<file path="config.mk">
export PLATFORM = sky130hd
export DESIGN_NAME = button_debouncer
export DESIGN_NICKNAME = d
export VERILOG_FILES = /design/src/rtl/button_pkg.sv /design/src/rtl/sync_2ff.sv /design/src/rtl/button_debouncer.sv
export SDC_FILE = /design/constraint.sdc
export NUM_CORES = 1
export LEC_CHECK = 0
export BUFFER_PORTS_ARGS = -buffer_cell sky130_fd_sc_hd__buf_2
export CORE_UTILIZATION = 55
export CTS_CLUSTER_SIZE = 16
export DETAILED_ROUTE_END_ITERATION = 6
export HOLD_SLACK_MARGIN = 0.08
export MAX_ROUTING_LAYER = met4
export PLACE_DENSITY = 0.79
export SYNTH_ARGS = -nofsm -noshare
export SYNTH_HDL_FRONTEND = slang
export SYNTH_SLANG_ARGS = --single-unit
</file>
<file path="constraint.sdc">
create_clock -name clk_in -period 4.5 [get_ports clk_in]
set_input_delay 0.225 -clock clk_in [delete_from_list [all_inputs] [get_ports clk_in]]
set_output_delay 0.225 -clock clk_in [all_outputs]
set_load 0.05 [all_outputs]
</file>
<file path="src/rtl/button_pkg.sv">
// ============================================================================
// Module      : button_pkg
// Description : Shared states, 12 MHz timing defaults and counter sizing.
// Revision    : 1.0
// ============================================================================
`default_nettype none

package button_pkg;

    typedef enum logic [2:0] {
        RELEASED     = 3'd0,
        PRESS_WAIT   = 3'd1,
        PRESSED      = 3'd2,
        REPEAT       = 3'd3,
        RELEASE_WAIT = 3'd4
    } btn_state_t;

    localparam int unsigned c_DEBOUNCE_CYCLES_12MHZ = 240000;   // 20 ms
    localparam int unsigned c_HOLD_CYCLES_12MHZ     = 6000000;  // 500 ms
    localparam int unsigned c_REPEAT_CYCLES_12MHZ   = 1200000;  // 100 ms

    // Width able to hold 0 .. max-1 of the three timing limits.
    function automatic int unsigned cnt_width(input int unsigned a,
                                              input int unsigned b,
                                              input int unsigned c);
        int unsigned m;
        m = a;
        if (b > m) m = b;
        if (c > m) m = c;
        return (m > 1) ? $clog2(m) : 1;
    endfunction

endpackage

`default_nettype wire

</file>
<file path="src/rtl/sync_2ff.sv">
// ============================================================================
// Module      : sync_2ff
// Description : Two-flop synchroniser for asynchronous board inputs.
// Revision    : 1.0
// ============================================================================
`default_nettype none

module sync_2ff #(
    parameter logic RESET_VALUE = 1'b0
) (
    input  logic i_clk,
    input  logic i_rst_n,
    input  logic i_d,
    output logic o_q
);

    logic r_meta;
    logic r_sync;

    always_ff @(posedge i_clk or negedge i_rst_n) begin
        if (!i_rst_n) begin
            r_meta <= RESET_VALUE;
            r_sync <= RESET_VALUE;
        end else begin
            r_meta <= i_d;
            r_sync <= r_meta;
        end
    end

    assign o_q = r_sync;

endmodule

`default_nettype wire

</file>
<file path="src/rtl/button_debouncer.sv">
// ============================================================================
// Module      : button_debouncer
// Description : Debounces an active-low button into level, press, release
//               and auto-repeat strobes.
// Revision    : 1.0
// ============================================================================
`default_nettype none

module button_debouncer
    import button_pkg::*;
#(
    parameter int unsigned DEBOUNCE_CYCLES = c_DEBOUNCE_CYCLES_12MHZ,
    parameter int unsigned HOLD_CYCLES     = c_HOLD_CYCLES_12MHZ,
    parameter int unsigned REPEAT_CYCLES   = c_REPEAT_CYCLES_12MHZ
) (
    input  logic clk_in,
    input  logic rst_in,
    input  logic btn_in,
    output logic btn_level,
    output logic press_pulse,
    output logic release_pulse,
    output logic repeat_pulse
);

    localparam int unsigned c_CNT_W = cnt_width(DEBOUNCE_CYCLES, HOLD_CYCLES, REPEAT_CYCLES);
    localparam logic [c_CNT_W-1:0] c_DEB_LAST  = c_CNT_W'(DEBOUNCE_CYCLES - 1);
    localparam logic [c_CNT_W-1:0] c_HOLD_LAST = c_CNT_W'(HOLD_CYCLES - 1);
    localparam logic [c_CNT_W-1:0] c_REP_LAST  = c_CNT_W'(REPEAT_CYCLES - 1);
    localparam logic [c_CNT_W-1:0] c_CNT_ONE   = c_CNT_W'(1);

    logic               w_sync_q;
    logic               w_btn_s;
    btn_state_t         r_state;
    btn_state_t         w_next_state;
    logic [c_CNT_W-1:0] r_cnt;
    logic [c_CNT_W-1:0] w_next_cnt;
    logic               w_level;
    logic               w_press;
    logic               w_release;
    logic               w_repeat;
    logic               r_level;
    logic               r_press;
    logic               r_release;
    logic               r_repeat;

    // Resets to the released level so reset never fakes a press.
    sync_2ff #(
        .RESET_VALUE (1'b1)
    ) u_btn_sync (
        .i_clk   (clk_in),
        .i_rst_n (rst_in),
        .i_d     (btn_in),
        .o_q     (w_sync_q)
    );

    assign w_btn_s = ~w_sync_q;

    always_ff @(posedge clk_in or negedge rst_in) begin
        if (!rst_in) begin
            r_state   <= RELEASED;
            r_cnt     <= '0;
            r_level   <= 1'b0;
            r_press   <= 1'b0;
            r_release <= 1'b0;
            r_repeat  <= 1'b0;
        end else begin
            r_state   <= w_next_state;
            r_cnt     <= w_next_cnt;
            r_level   <= w_level;
            r_press   <= w_press;
            r_release <= w_release;
            r_repeat  <= w_repeat;
        end
    end

    // One counter serves debounce, hold and repeat; every exit clears it.
    always_comb begin
        w_next_state = r_state;
        w_next_cnt   = r_cnt + c_CNT_ONE;
        case (r_state)
            RELEASED: begin
                w_next_cnt = '0;
                if (w_btn_s) w_next_state = PRESS_WAIT;
            end
            PRESS_WAIT: begin
                if (!w_btn_s) begin
                    w_next_state = RELEASED;
                    w_next_cnt   = '0;
                end else if (r_cnt == c_DEB_LAST) begin
                    w_next_state = PRESSED;
                    w_next_cnt   = '0;
                end
            end
            PRESSED: begin
                if (!w_btn_s) begin
                    w_next_state = RELEASE_WAIT;
                    w_next_cnt   = '0;
                end else if (r_cnt == c_HOLD_LAST) begin
                    w_next_state = REPEAT;
                    w_next_cnt   = '0;
                end
            end
            REPEAT: begin
                if (!w_btn_s) begin
                    w_next_state = RELEASE_WAIT;
                    w_next_cnt   = '0;
                end else if (r_cnt == c_REP_LAST) begin
                    w_next_cnt   = '0;
                end
            end
            RELEASE_WAIT: begin
                if (w_btn_s) begin
                    w_next_state = PRESSED;
                    w_next_cnt   = '0;
                end else if (r_cnt == c_DEB_LAST) begin
                    w_next_state = RELEASED;
                    w_next_cnt   = '0;
                end
            end
            default: begin
                w_next_state = RELEASED;
                w_next_cnt   = '0;
            end
        endcase
    end

    always_comb begin
        w_press   = (r_state == PRESS_WAIT) && w_btn_s && (r_cnt == c_DEB_LAST);
        w_release = (r_state == RELEASE_WAIT) && !w_btn_s && (r_cnt == c_DEB_LAST);
        w_repeat  = w_btn_s &&
                    (((r_state == PRESSED) && (r_cnt == c_HOLD_LAST)) ||
                     ((r_state == REPEAT)  && (r_cnt == c_REP_LAST)));
        w_level   = (w_next_state == PRESSED) ||
                    (w_next_state == REPEAT)  ||
                    (w_next_state == RELEASE_WAIT);
    end

    assign btn_level     = r_level;
    assign press_pulse   = r_press;
    assign release_pulse = r_release;
    assign repeat_pulse  = r_repeat;

endmodule

`default_nettype wire
</file>
==> After elaboration in Yosys (flattened, before gate mapping) <==
Cells that the tools add are included.
{ "classes": {"eq_ne": 10, "bitwise_logic": 1, "muxes": 17, "addsub": 1, "reduce_logical": 11} }
{ "op_table": {"columns": ["operator", "n"], "rows": [
  ["23-bit 2-to-1 mux", 7],
  ["23-bit one-hot mux with 4 select lines", 1],
  ["3-bit 2-to-1 mux", 8],
  ["23-bit by 1-bit adder with 23-bit output, second input constant", 1],
  ["23-bit by 18-bit equality test with 1-bit output, second input constant", 1],
  ["23-bit by 21-bit equality test with 1-bit output, second input constant", 1],
  ["23-bit equality test, second input constant", 1],
  ["3-bit one-hot mux with 5 select lines", 1],
  ["3-bit by 2-bit equality test with 1-bit output, second input constant", 4],
  ["1-bit logical AND", 7],
  ["3-bit equality test, second input constant", 2],
  ["3-bit by 1-bit equality test with 1-bit output, second input constant", 1],
  ["3-bit zero test", 1],
  ["1-bit logical OR", 3],
  ["1-bit NOT", 1]
]} }
{ "totals": {"out_inout_bits": 4, "register_bits": 32, "elab_cells": 48, "in_bits": 3} }

==> Depth between registers and ports, before layout <==
Gate-level depths: netlist (run 1).
{ "depth": {"depth_word": 7, "depth_mapped": 7, "depth_no_buf": 6} }

==> Modules after synthesis <==
From an unflattened synthesis (run 1), not the netlist that was laid out.
{ "hier_totals": {"cells_unflattened": 165, "area_unflattened_um2": 1662.8} }
{ "modules_own_cells": {"columns": ["module", "n_inst", "area_per_inst_um2", "seq_area_each_um2", "cells_each"], "rows": [
  ["button_debouncer", 1, 1610.3, 750.7, 163],
  ["sync_2ff", 1, 52.6, 52.6, 2]
]} }

==> Worst setup path after synthesis (run 1) <==
No wires, ideal clock.
{ "synth_timing": {"path_type": "reg-to-reg", "start": "reg r_cnt[7]", "end": "reg r_cnt[12]", "setup_slack_ns": 2.564, "stages_incl_launch_ff": 7, "period_less_slack_ns": 1.936, "arrival_time_ns": 1.817, "required_time_ns": 4.381, "path_cell_list": "dfrtp_1 or3b_4 nor4b_2 nand3_2 a211oi_4 buf_6 nor2_2"} }
{ "synth_via": {"elab_chain_len": 4} }
{ "synth_lines": {"columns": ["element", "line_no", "rtl"], "rows": [
  ["start: declaration", "button_debouncer.sv:35", "logic [c_CNT_W-1:0] r_cnt;"],
  ["start signal: assignment", "button_debouncer.sv:68", "r_cnt <= w_next_cnt;"],
  ["23-bit by 1-bit adder with 23-bit output (tied with other cells)", "button_debouncer.sv:79", "w_next_cnt = r_cnt + c_CNT_ONE;"],
  ["23-bit 2-to-1 mux (on tied branches) (2 in a row)", null, null],
  ["23-bit one-hot mux with 4 select lines *", "button_debouncer.sv:80", "case (r_state)"],
  ["named net w_next_cnt[12]", "button_debouncer.sv:36", "logic [c_CNT_W-1:0] w_next_cnt;"]
]} }
Mark *: on every way through the listed nets, which the timed path passes. The rest lies on a longest branch.

==> Final worst setup path (run 1) <==
{ "layout_timing": {"start": "reg r_cnt[9]", "end": "reg r_cnt[1]"} }
{ "layout_via": {"elab_chain_len": 4} }
{ "layout_lines": {"columns": ["element", "line_no"], "rows": [
  ["23-bit by 18-bit equality test with 1-bit output (tied with other cells)", "button_debouncer.sv:89, button_debouncer.sv:115"],
  ["23-bit 2-to-1 mux (on tied branches) (2 in a row)", null],
  ["23-bit one-hot mux with 4 select lines *", "button_debouncer.sv:80"],
  ["named net w_next_cnt[1]", "button_debouncer.sv:36"]
]} }
Marked as above.

==> flow_summary.json, run 1 <==
{
  "post-route-min-period_ps": 2270,
  "fin_worst_skew_ps": 5.81,
  "rsz0062_at_grt": "false",
  "critPathLaunch": "r_cnt[9]$_DFF_PN0_",
  "ir_worst_vdd_v": 0.000202,
  "grt_pass1_wl_mm": 5.15,
  "outcome": "finished, final reports clean",
  "dr_wl_met3_um": 144,
  "netlist_area_mm2": 0.00175,
  "synth_edf_count": 0,
  "detailed_place.area_mm2": 0.00179,
  "critPathArrivalTime_ps": 2480,
  "grt-ovfl-total": 0,
  "slew_headroom": 0.419,
  "start_kind": "flop",
  "die_h_um": 58.5,
  "via_count": 1279,
  "ant_nets": 0,
  "cts-root-buf": "clkbuf_4",
  "tightest_slew_ps": 864,
  "row_count": 20,
  "worstSkewPairLatency_ps": 330,
  "clock.fmax_mhz": 440,
  "antenna_cells": 0,
  "synth_cell_types": 40,
  "drv_slew": 0,
  "pin_count": 7,
  "avgSynthCellArea_um2": 10.6,
  "finalSetupTns_ps": 0,
  "first_iter_violations": 58,
  "hold_class": "flop to flop",
  "p_leak_nw": 0.742,
  "async_flop_share": 1.00,
  "syn2layout_area_growth_pct": 6.71,
  "clockBufferDepth": 2,
  "core-area_mm2": 0.00303,
  "final_cells": 222,
  "totalWireLength_mm": 3.14,
  "port-buffer-count": 6,
  "tritoncts": "yes",
  "power.total_mw": 0.481,
  "place_hpwl_mm": 2.19,
  "clock-sinks": 32,
  "drive_gt1_frac": 0.287,
  "first_global_vias": 1126,
  "drt-pass1-iter-count": 4,
  "ys_seq_elements": 32,
  "maxCapViolCount": 0,
  "viasPerCell": 5.76,
  "post_cts_buffers": 0,
  "clk_pin_slew_worst_paths_ps": 90,
  "drc": 0,
  "die_area_mm2": 0.00342,
  "p_per_area_mw_per_mm2": 257,
  "top_layer": "met4",
  "hp-start": "u_btn_sync.r_meta$_DFF_PN1_",
  "finalCritPeriodShare": 0.505,
  "detail_route.wl_per_cell_um": 14.1,
  "grt_util_all_layers": 0.213,
  "num-nets-final": 181,
  "met1Wirelength_mm": 1.48,
  "final_util": 0.618,
  "initial_core_util": 0.579,
  "cts_made_buffers": 5,
  "finalSetupViolCount": 0,
  "die_x_um": 58.5,
  "final_hold_viol_count": 0,
  "worstPathMaxFanout": 23,
  "regToRegStartpoint": "r_cnt[9]$_DFF_PN0_",
  "dr_wl_met2_mm": 1.44,
  "syn-num-nets": 170,
  "end_kind": "flop",
  "grt_antenna_before_repair": 0,
  "yosysSeqAreaShare": 0.458,
  "placed_cells": 212,
  "synth_ff_type": "dfrtp_1",
  "stdcell_area_mm2": 0.00187,
  "path_class": "flop to flop",
  "ys_warn_count": 0,
  "cts-htree-levels": 2,
  "cp.required_ps": 4710,
  "grt_max_degree": 33,
  "gp_congestion": 0.787,
  "syn_inst": 166
}
[cell type report]
class | instances | area [um^2]
Clock buffer | 8 | 58.8
Fill cell | 259 | 1160
Tap cell | 44 | 55.1
Sequential cell | 32 | 803
Multi-Input combinational cell | 129 | 897
Timing Repair Buffer | 9 | 57.6
[sequential cells by signal (all words and copies together), names as in the netlist]
| register | count |
|---|---|
| btn_level | 1 |
| press_pulse | 1 |
| r_cnt | 23 |
| r_state | 3 |
| release_pulse | 1 |
| repeat_pulse | 1 |
| u_btn_sync.o_q | 1 |
| u_btn_sync.r_meta | 1 |
[power breakdown]
part / switching, mW / internal (mW) / total [mW]
clock: 0.0921 / 0.0770 / 0.169
combinational: 0.0120 / 0.00563 / 0.0176
sequential: 0.00373 / 0.290 / 0.294
[synth_stat cells (2+ instances only)]
cell / n / area share
dfrtp_1: 30 / 0.43
nor2_2: 20 / 0.071
xor2_1: 13 / 0.065
nand2_1: 11 / 0.024
nand3_1: 11 / 0.031
nor2_1: 9 / 0.019
xnor2_1: 8 / 0.040
nand4_1: 6 / 0.021
and4_1: 5 / 0.025
nor4_1: 5 / 0.018
a21oi_1: 4 / 0.011
and3_1: 3 / 0.011
nor2b_1: 3 / 0.011
nor3_1: 3 / 0.0086
a21oi_2: 2 / 0.010
buf_6: 2 / 0.013
clkbuf_8: 2 / 0.016
dfstp_2: 2 / 0.030
nand3b_1: 2 / 0.0086
nor4b_2: 2 / 0.017
or2_2: 2 / 0.0071
or3_1: 2 / 0.0071
or3b_2: 2 / 0.010
[logic make-up (layout without fill, tap and decap cells)]
| logic type | after synthesis | count (layout) | share of synthesized area |
|---|---|---|---|
| flops | 32 | 32 | 0.458 |
| buf+inv | 5 | 17 | 0.0307 |
| simple gates | 96 | 96 | 0.350 |
| compound gates | 11 | 11 | 0.0492 |
| fa+ha+maj | 1 | 1 | 0.00713 |
| xor+xnor | 21 | 21 | 0.105 |
[cell usage in the layout, fill, tap and decap left out, types with 2 or more instances in the layout]
| cell type | instances |
|---|---|
| nor2_1 | 9 |
| a21oi_1 | 4 |
| buf_2 | 6 |
| xor2_1 | 13 |
| nand4_1 | 6 |
| nand2_1 | 11 |
| or3_1 | 2 |
| nand3b_1 | 2 |
| dfrtp_1 | 30 |
| and3_1 | 3 |
| dfstp_2 | 2 |
| nand3_1 | 11 |
| or2_2 | 2 |
| clkbuf_4 | 5 |
| nor4b_2 | 2 |
| nor2_2 | 20 |
| nor4_1 | 5 |
| xnor2_1 | 8 |
| nor3_1 | 3 |
| clkbuf_1 | 2 |
| dlygate4sd3_1 | 2 |
| and4_1 | 5 |
| nor2b_1 | 3 |
| a21oi_2 | 2 |
| or3b_2 | 2 |
[stage by stage]
| step | hold slack (ps) | setup slack (ps) |
|---|---|---|
| after detailed placement | 315 | 2270 |
| final | 363 | 2230 |
| after global routing | 370 | 2070 |
| after CTS | 366 | 2230 |
| after floorplan | -70.6 | 2560 |
| after global placement | 301 | 2330 |
[worst paths after layout]
kind	slack, ps	depth (start not counted)	endpoint
worst max-delay path	2230	6	r_cnt[1]$_DFF_PN0_
worst min-delay path	360	0	u_btn_sync.o_q$_DFF_PN1_
worst max register to register	2230	6	r_cnt[1]$_DFF_PN0_
worst min register to register	360	0	u_btn_sync.o_q$_DFF_PN1_
max in group asynchronous	3600	2	btn_level$_DFF_PN0_
min in group asynchronous	460	2	r_cnt[18]$_DFF_PN0_
[worst max-delay path, cell delays in order (launching register included)]
cell      delay [ps]
dfrtp_1          460
or2_2            340
nor4_1           510
a211oi_1         210
a211oi_4         170
buf_4            360
nor2b_1           90
[metal layers]
metal  vias up  GRT usage
li1        606          -
met4         0     0.0952
met3         5     0.0703
met1       633      0.277
met2        35      0.304
met5         -          -
[repair_timing]
item,4_1_cts,5_1_grt
hold buffers,2,0
endpoints found under the hold margin,31,0
gates resized for setup,0,0
Note: power is estimated with default switching activity, not from simulation.
==> run 2: changes to the inputs <==
Settings changed: CORE_UTILIZATION 55 to 54, PLACE_DENSITY 0.79 to 0.81.
Clock period 4.5 ns to 1.9 ns, I/O delays scaled along.
==> run 2 against run 1 <==
Net effect: the run now ends with negative setup slack left; via count increased by 14%; register-to-register slack got worse by 2300 ps; power increased by 140%; utilization increased by 11 points; non-clock buffer count increased by 30; critical endpoint is now r_cnt[22]$_DFF_PN0_.
==> flow_summary.json, run 2 (synthesis gave the netlist of run 1 again) <==
{
  "rr_worst_depth": 7,
  "final_cell_mix": "dfrtp_1, buf_4, nor2_2",
  "drive_gt1_frac": 0.430,
  "detailed_place.area_mm2": 0.00200,
  "drt-pass1-iter-count": 4,
  "cts-root-buf": "clkbuf_4",
  "antenna_cells": 0,
  "power.total_mw": 1.14,
  "p_int_mw": 0.860,
  "clock-sinks": 32,
  "power_frac_comb": 0.066,
  "port-buffer-count": 6,
  "fin_worst_skew_ps": 15.9,
  "drv_slew": 0,
  "largest_register": "r_cnt",
  "first_global_vias": 1358,
  "detail_route.wl_per_cell_um": 17.1,
  "pwr-share-seq": 0.606,
  "cts-htree-levels": 2,
  "end_kind": "flop",
  "fin_ws_ps": -108,
  "slew_headroom": 0.529,
  "critPathArrivalTime_ps": 2240,
  "path_class": "flop to flop",
  "cts_made_buffers": 5,
  "finalCritPeriodShare": 1.06,
  "die_x_um": 59.0,
  "grt_pass1_wl_mm": 6.35,
  "p_leak_nw": 0.932,
  "row_count": 20,
  "syn2layout_area_growth_pct": 27.8,
  "finalSetupTns_ps": -2160,
  "pwr-share-clk": 0.328,
  "clock.fmax_mhz": 498,
  "final_hold_viol_count": 0,
  "rrSetupSlack_ps": -110,
  "whs_ps": 321,
  "cp.required_ps": 2130,
  "hold_class": "primary input to asynchronous set/reset pin",
  "grt-ovfl-total": 0,
  "post-route-min-period_ps": 2010,
  "num-nets-final": 211,
  "outcome": "complete, but fails checks",
  "failed_checks": "negative setup slack",
  "worstSkewPairLatency_ps": 350,
  "grt_util_all_layers": 0.261,
  "clockBufferDepth": 2,
  "switchingPower_mw": 0.284,
  "p_per_area_mw_per_mm2": 510,
  "mostFrequentLayoutCell": "dfrtp_1",
  "ant_nets": 0,
  "die_h_um": 59.0,
  "finalSetupViolCount": 24,
  "largestRegisters": "r_cnt: 23 flops, r_state: 3 flops",
  "pin_count": 7,
  "dp_slack_ps": -80.5,
  "place_hpwl_mm": 2.55,
  "via_count": 1454,
  "crit_path_end": "r_cnt[22]$_DFF_PN0_",
  "final_util": 0.728,
  "gp_congestion": 0.972,
  "grt_max_degree": 33,
  "totalWireLength_mm": 4.29,
  "swShare": 0.248,
  "regToRegStartpoint": "r_cnt[13]$_DFF_PN0_",
  "drc": 0,
  "tritoncts": "yes",
  "initial_core_util": 0.570,
  "start_kind": "flop",
  "worstPathMaxFanout": 6,
  "rsz0062_at_grt": "true",
  "first_iter_violations": 77,
  "critPathLaunch": "r_cnt[13]$_DFF_PN0_",
  "final_cells": 251,
  "clk_pin_slew_worst_paths_ps": 100,
  "worstReg2RegEnd": "r_cnt[22]$_DFF_PN0_",
  "grt_antenna_before_repair": 0,
  "tightest_slew_ps": 707,
  "core-area_mm2": 0.00308,
  "die_area_mm2": 0.00348,
  "viasPerCell": 5.79,
  "largest_reg_flops": 23,
  "placed_cells": 234,
  "ir_worst_vdd_v": 0.000395,
  "stdcell_area_mm2": 0.00224,
  "maxCapViolCount": 0
}
[run 2: repair_timing]
action	CTS	global route
hold buffers	2	0
pin swaps	0	8
endpoints found under the hold margin	31	0
gates resized for setup	4	12
setup buffers	3	3
setup endpoints to repair	23	24
gates cloned	1	1
[run 2: worst min path at each step]
| stage | startpoint | to | slack, ps | cells after the start |
|---|---|---|---|---|
| 2_1_floorplan | rst_in | btn_level$_DFF_PN0_ | -200 | 0 |
| 3_3_place_gp | rst_in | r_cnt[5]$_DFF_PN0_ | 170 | 1 |
| 3_5_place_dp | rst_in | r_cnt[12]$_DFF_PN0_ | 180 | 1 |
| 4_1_cts | rst_in | r_cnt[3]$_DFF_PN0_ | 340 | 2 |
| 5_1_grt | u_btn_sync.r_meta$_DFF_PN1_ | u_btn_sync.o_q$_DFF_PN1_ | 360 | 0 |
| 6_report | rst_in | r_cnt[3]$_DFF_PN0_ | 320 | 2 |
[run 2: area by class of cell]
class                      instances  area, um^2
timing repair buffer              39         337
multi-input combinational        129        1000
sequential                        32         803
fill                             208         836
clock buffer                       7        45.0
tap                               44        55.1
[run 2: worst max-delay path, stage by stage, from the launching register on]
cell	delay (ps)
dfrtp_1	400
or3_4	400
nor4_4	360
a21oi_2	130
a211oi_4	230
buf_6	170
clkbuf_16	160
nor2_2	40
[run 2: power groups by stage]
stage | clock network, mW | logic [mW] | registers [mW]
2_1_floorplan | 0 | 0.0306 | 0.704
3_3_place_gp | 0 | 0.0507 | 0.705
3_5_place_dp | 0 | 0.0525 | 0.705
4_1_cts | 0.375 | 0.0668 | 0.692
5_1_grt | 0.400 | 0.0818 | 0.693
6_report | 0.375 | 0.0758 | 0.693
[run 2: layer usage]
layer / track usage / vias to the layer above / routed length (um)
li1: - / 669 / -
met1: 0.314 / 729 / 1850
met2: 0.412 / 43 / 2150
met3: 0.0764 / 13 / 193
met4: 0.102 / 0 / 97
met5: - / - / 0
==> run 3: changes to the inputs <==
Settings changed: CELL_PAD_IN_SITES_DETAIL_PLACEMENT set to 2, CELL_PAD_IN_SITES_GLOBAL_PLACEMENT set to 2, CORE_UTILIZATION 54 to 36.
==> run 3 against run 2 <==
Net effect: the flow still finishes with violations (negative setup slack); combinational power fell by 7.7%; maximum frequency down 1.4%; power up 25%; cell count up 3.2%; clock skew down 1.7 ps; cell area down 0.39%; first-iteration DRC count decreased by 38%; die area up 48%; sequential power hardly changed; global-route usage shrank 1.0 points; clock-buffer cell count down 2; critical endpoint is now r_cnt[13]$_DFF_PN0_.
==> flow_summary.json, run 3 (synthesis gave the netlist of run 1 again) <==
{
  "die_x_um": 71.8,
  "final_cell_mix": "dfrtp_1, buf_4, nor2_2",
  "end_kind": "flop",
  "start_kind": "flop",
  "finalSetupViolCount": 23,
  "p_per_area_mw_per_mm2": 642,
  "drc": 0,
  "clock-sinks": 32,
  "finalSetupTns_ps": -2660,
  "finalCritPeriodShare": 1.07,
  "ir_worst_vdd_v": 0.000309,
  "tightest_slew_ps": 787,
  "slew_headroom": 0.475,
  "place_hpwl_mm": 3.55,
  "crit_chain": "or3b_4 > nor4b_4 > nand3_2 > a211oi_4 > buf_6 > buf_12 > nor2_1",
  "pin_count": 7,
  "viasPerCell": 5.63,
  "cts_made_buffers": 5,
  "grt_max_degree": 33,
  "critPathBufInv": 2,
  "grt_pass1_wl_mm": 9.18,
  "drive_gt1_frac": 0.420,
  "largestRegisters": "r_cnt: 23 flops, r_state: 3 flops",
  "grt-ovfl-total": 0,
  "fin_worst_skew_ps": 14.1,
  "antenna_cells": 0,
  "grt_util_all_layers": 0.251,
  "fin_ws_ps": -137,
  "path_delay_family": "simple AND/OR/NAND/NOR gates",
  "clock.fmax_mhz": 491,
  "post-route-min-period_ps": 2040,
  "final_util": 0.476,
  "p_leak_nw": 0.929,
  "seq_area_um2": 803,
  "first_iter_violations": 48,
  "largest_register": "r_cnt",
  "hold_class": "flop to flop",
  "first_global_vias": 1691,
  "multi_input_area_um2": 955,
  "drt-pass1-iter-count": 4,
  "clk_pin_slew_worst_paths_ps": 80,
  "crit_slowest_cell": "or3b_4",
  "clockBufferDepth": 2,
  "failed_checks": "negative setup slack",
  "die_area_mm2": 0.00516,
  "drv_slew": 0,
  "initial_core_util": 0.374,
  "largest_reg_flops": 23,
  "core-area_mm2": 0.00469,
  "mostFrequentLayoutCell": "dfrtp_1",
  "path_class": "flop to flop",
  "nFillCells": 501,
  "via_count": 1457,
  "num-nets-final": 208,
  "critPathArrivalTime_ps": 2220,
  "cts-htree-levels": 2,
  "syn2layout_area_growth_pct": 27.3,
  "rsz0062_at_grt": "true",
  "row_count": 25,
  "detail_route.wl_per_cell_um": 22.3,
  "totalWireLength_mm": 5.78,
  "worstSkewPairLatency_ps": 290,
  "maxCapViolCount": 0,
  "slowest_delay_ps": 450,
  "cts-root-buf": "clkbuf_8",
  "die_h_um": 71.8,
  "gp_congestion": 0.827,
  "port-buffer-count": 6,
  "tritoncts": "yes",
  "grt_antenna_before_repair": 0,
  "cp.required_ps": 2080,
  "final_hold_viol_count": 0,
  "ant_nets": 0,
  "outcome": "complete, but fails checks",
  "worstPathMaxFanout": 12
}
-- run 3: changes by cell type in the layout (fill, tap and decap cells not counted), sizes merged --
cell / change
clkbuf: -3
buf: -2
bufinv: +1
clkinv: +1
clkinvlp: +1
-- run 3: layout make-up --
| type | count | share of cell area |
|---|---|---|
| clock buffers | 5 | 0.0308 |
| clock inverters | 3 | 0.0190 |
| multi-input cells | 129 | 0.427 |
| flip-flops and latches | 32 | 0.360 |
| well taps | 54 | 0.0303 |
| repair buffers | 36 | 0.133 |
-- run 3: timing repair --
item	CTS	global route
hold buffers	2	0
setup buffers	1	1
cloned	1	0
gates resized for setup	6	1
endpoints found under the setup margin	23	27
pin swaps	1	1
endpoints found under the hold margin	31	0
-- run 3: path summary, 6_finish.rpt --
kind | from | to | slack [ps] | cells after the start
worst max-delay path | r_cnt[12]$_DFF_PN0_ | r_cnt[13]$_DFF_PN0_ | -140 | 7
worst min-delay path | u_btn_sync.r_meta$_DFF_PN1_ | u_btn_sync.o_q$_DFF_PN1_ | 360 | 0
worst max register to register | r_cnt[12]$_DFF_PN0_ | r_cnt[13]$_DFF_PN0_ | -140 | 7
worst min register to register | u_btn_sync.r_meta$_DFF_PN1_ | u_btn_sync.o_q$_DFF_PN1_ | 360 | 0
max in group asynchronous | rst_in | r_cnt[10]$_DFF_PN0_ | 980 | 2
min in group asynchronous | rst_in | r_cnt[22]$_DFF_PN0_ | 420 | 2
-- run 3: where the power goes --
part / switching (mW) / leakage [nW] / internal, mW
combinational: 0.0417 / 0.438 / 0.0282
clock: 0.282 / 0.0541 / 0.388
sequential: 0.00489 / 0.437 / 0.688
total: 0.329 / 0.929 / 1.10
-- run 3: through the flow --
stage | setup WS [ps] | cell area [um^2] | cells | hold WS [ps] | total power [mW]
CTS | -62.4 | 2220 | 258 | 356 | 1.43
global route | -217 | 2230 | 259 | 357 | 1.47
detailed placement | -127 | 2020 | 246 | 204 | 0.762
finish | -137 | 2230 | 259 | 357 | 1.43
global placement | -25.6 | 2020 | 246 | 185 | 0.757
floorplan | -21.2 | 1780 | 166 | -201 | 0.735
-- run 3: layer usage --
| metal | vias up | part of all wire | routed length [um] | track usage |
|---|---|---|---|---|
| met3 | 13 | 0.021 | 120 | 0.0380 |
| li1 | 660 | - | - | - |
| met5 | - | 0 | 0 | - |
| met1 | 759 | 0.42 | 2430 | 0.286 |
| met2 | 25 | 0.54 | 3100 | 0.438 |
| met4 | 0 | 0.021 | 124 | 0.105 |
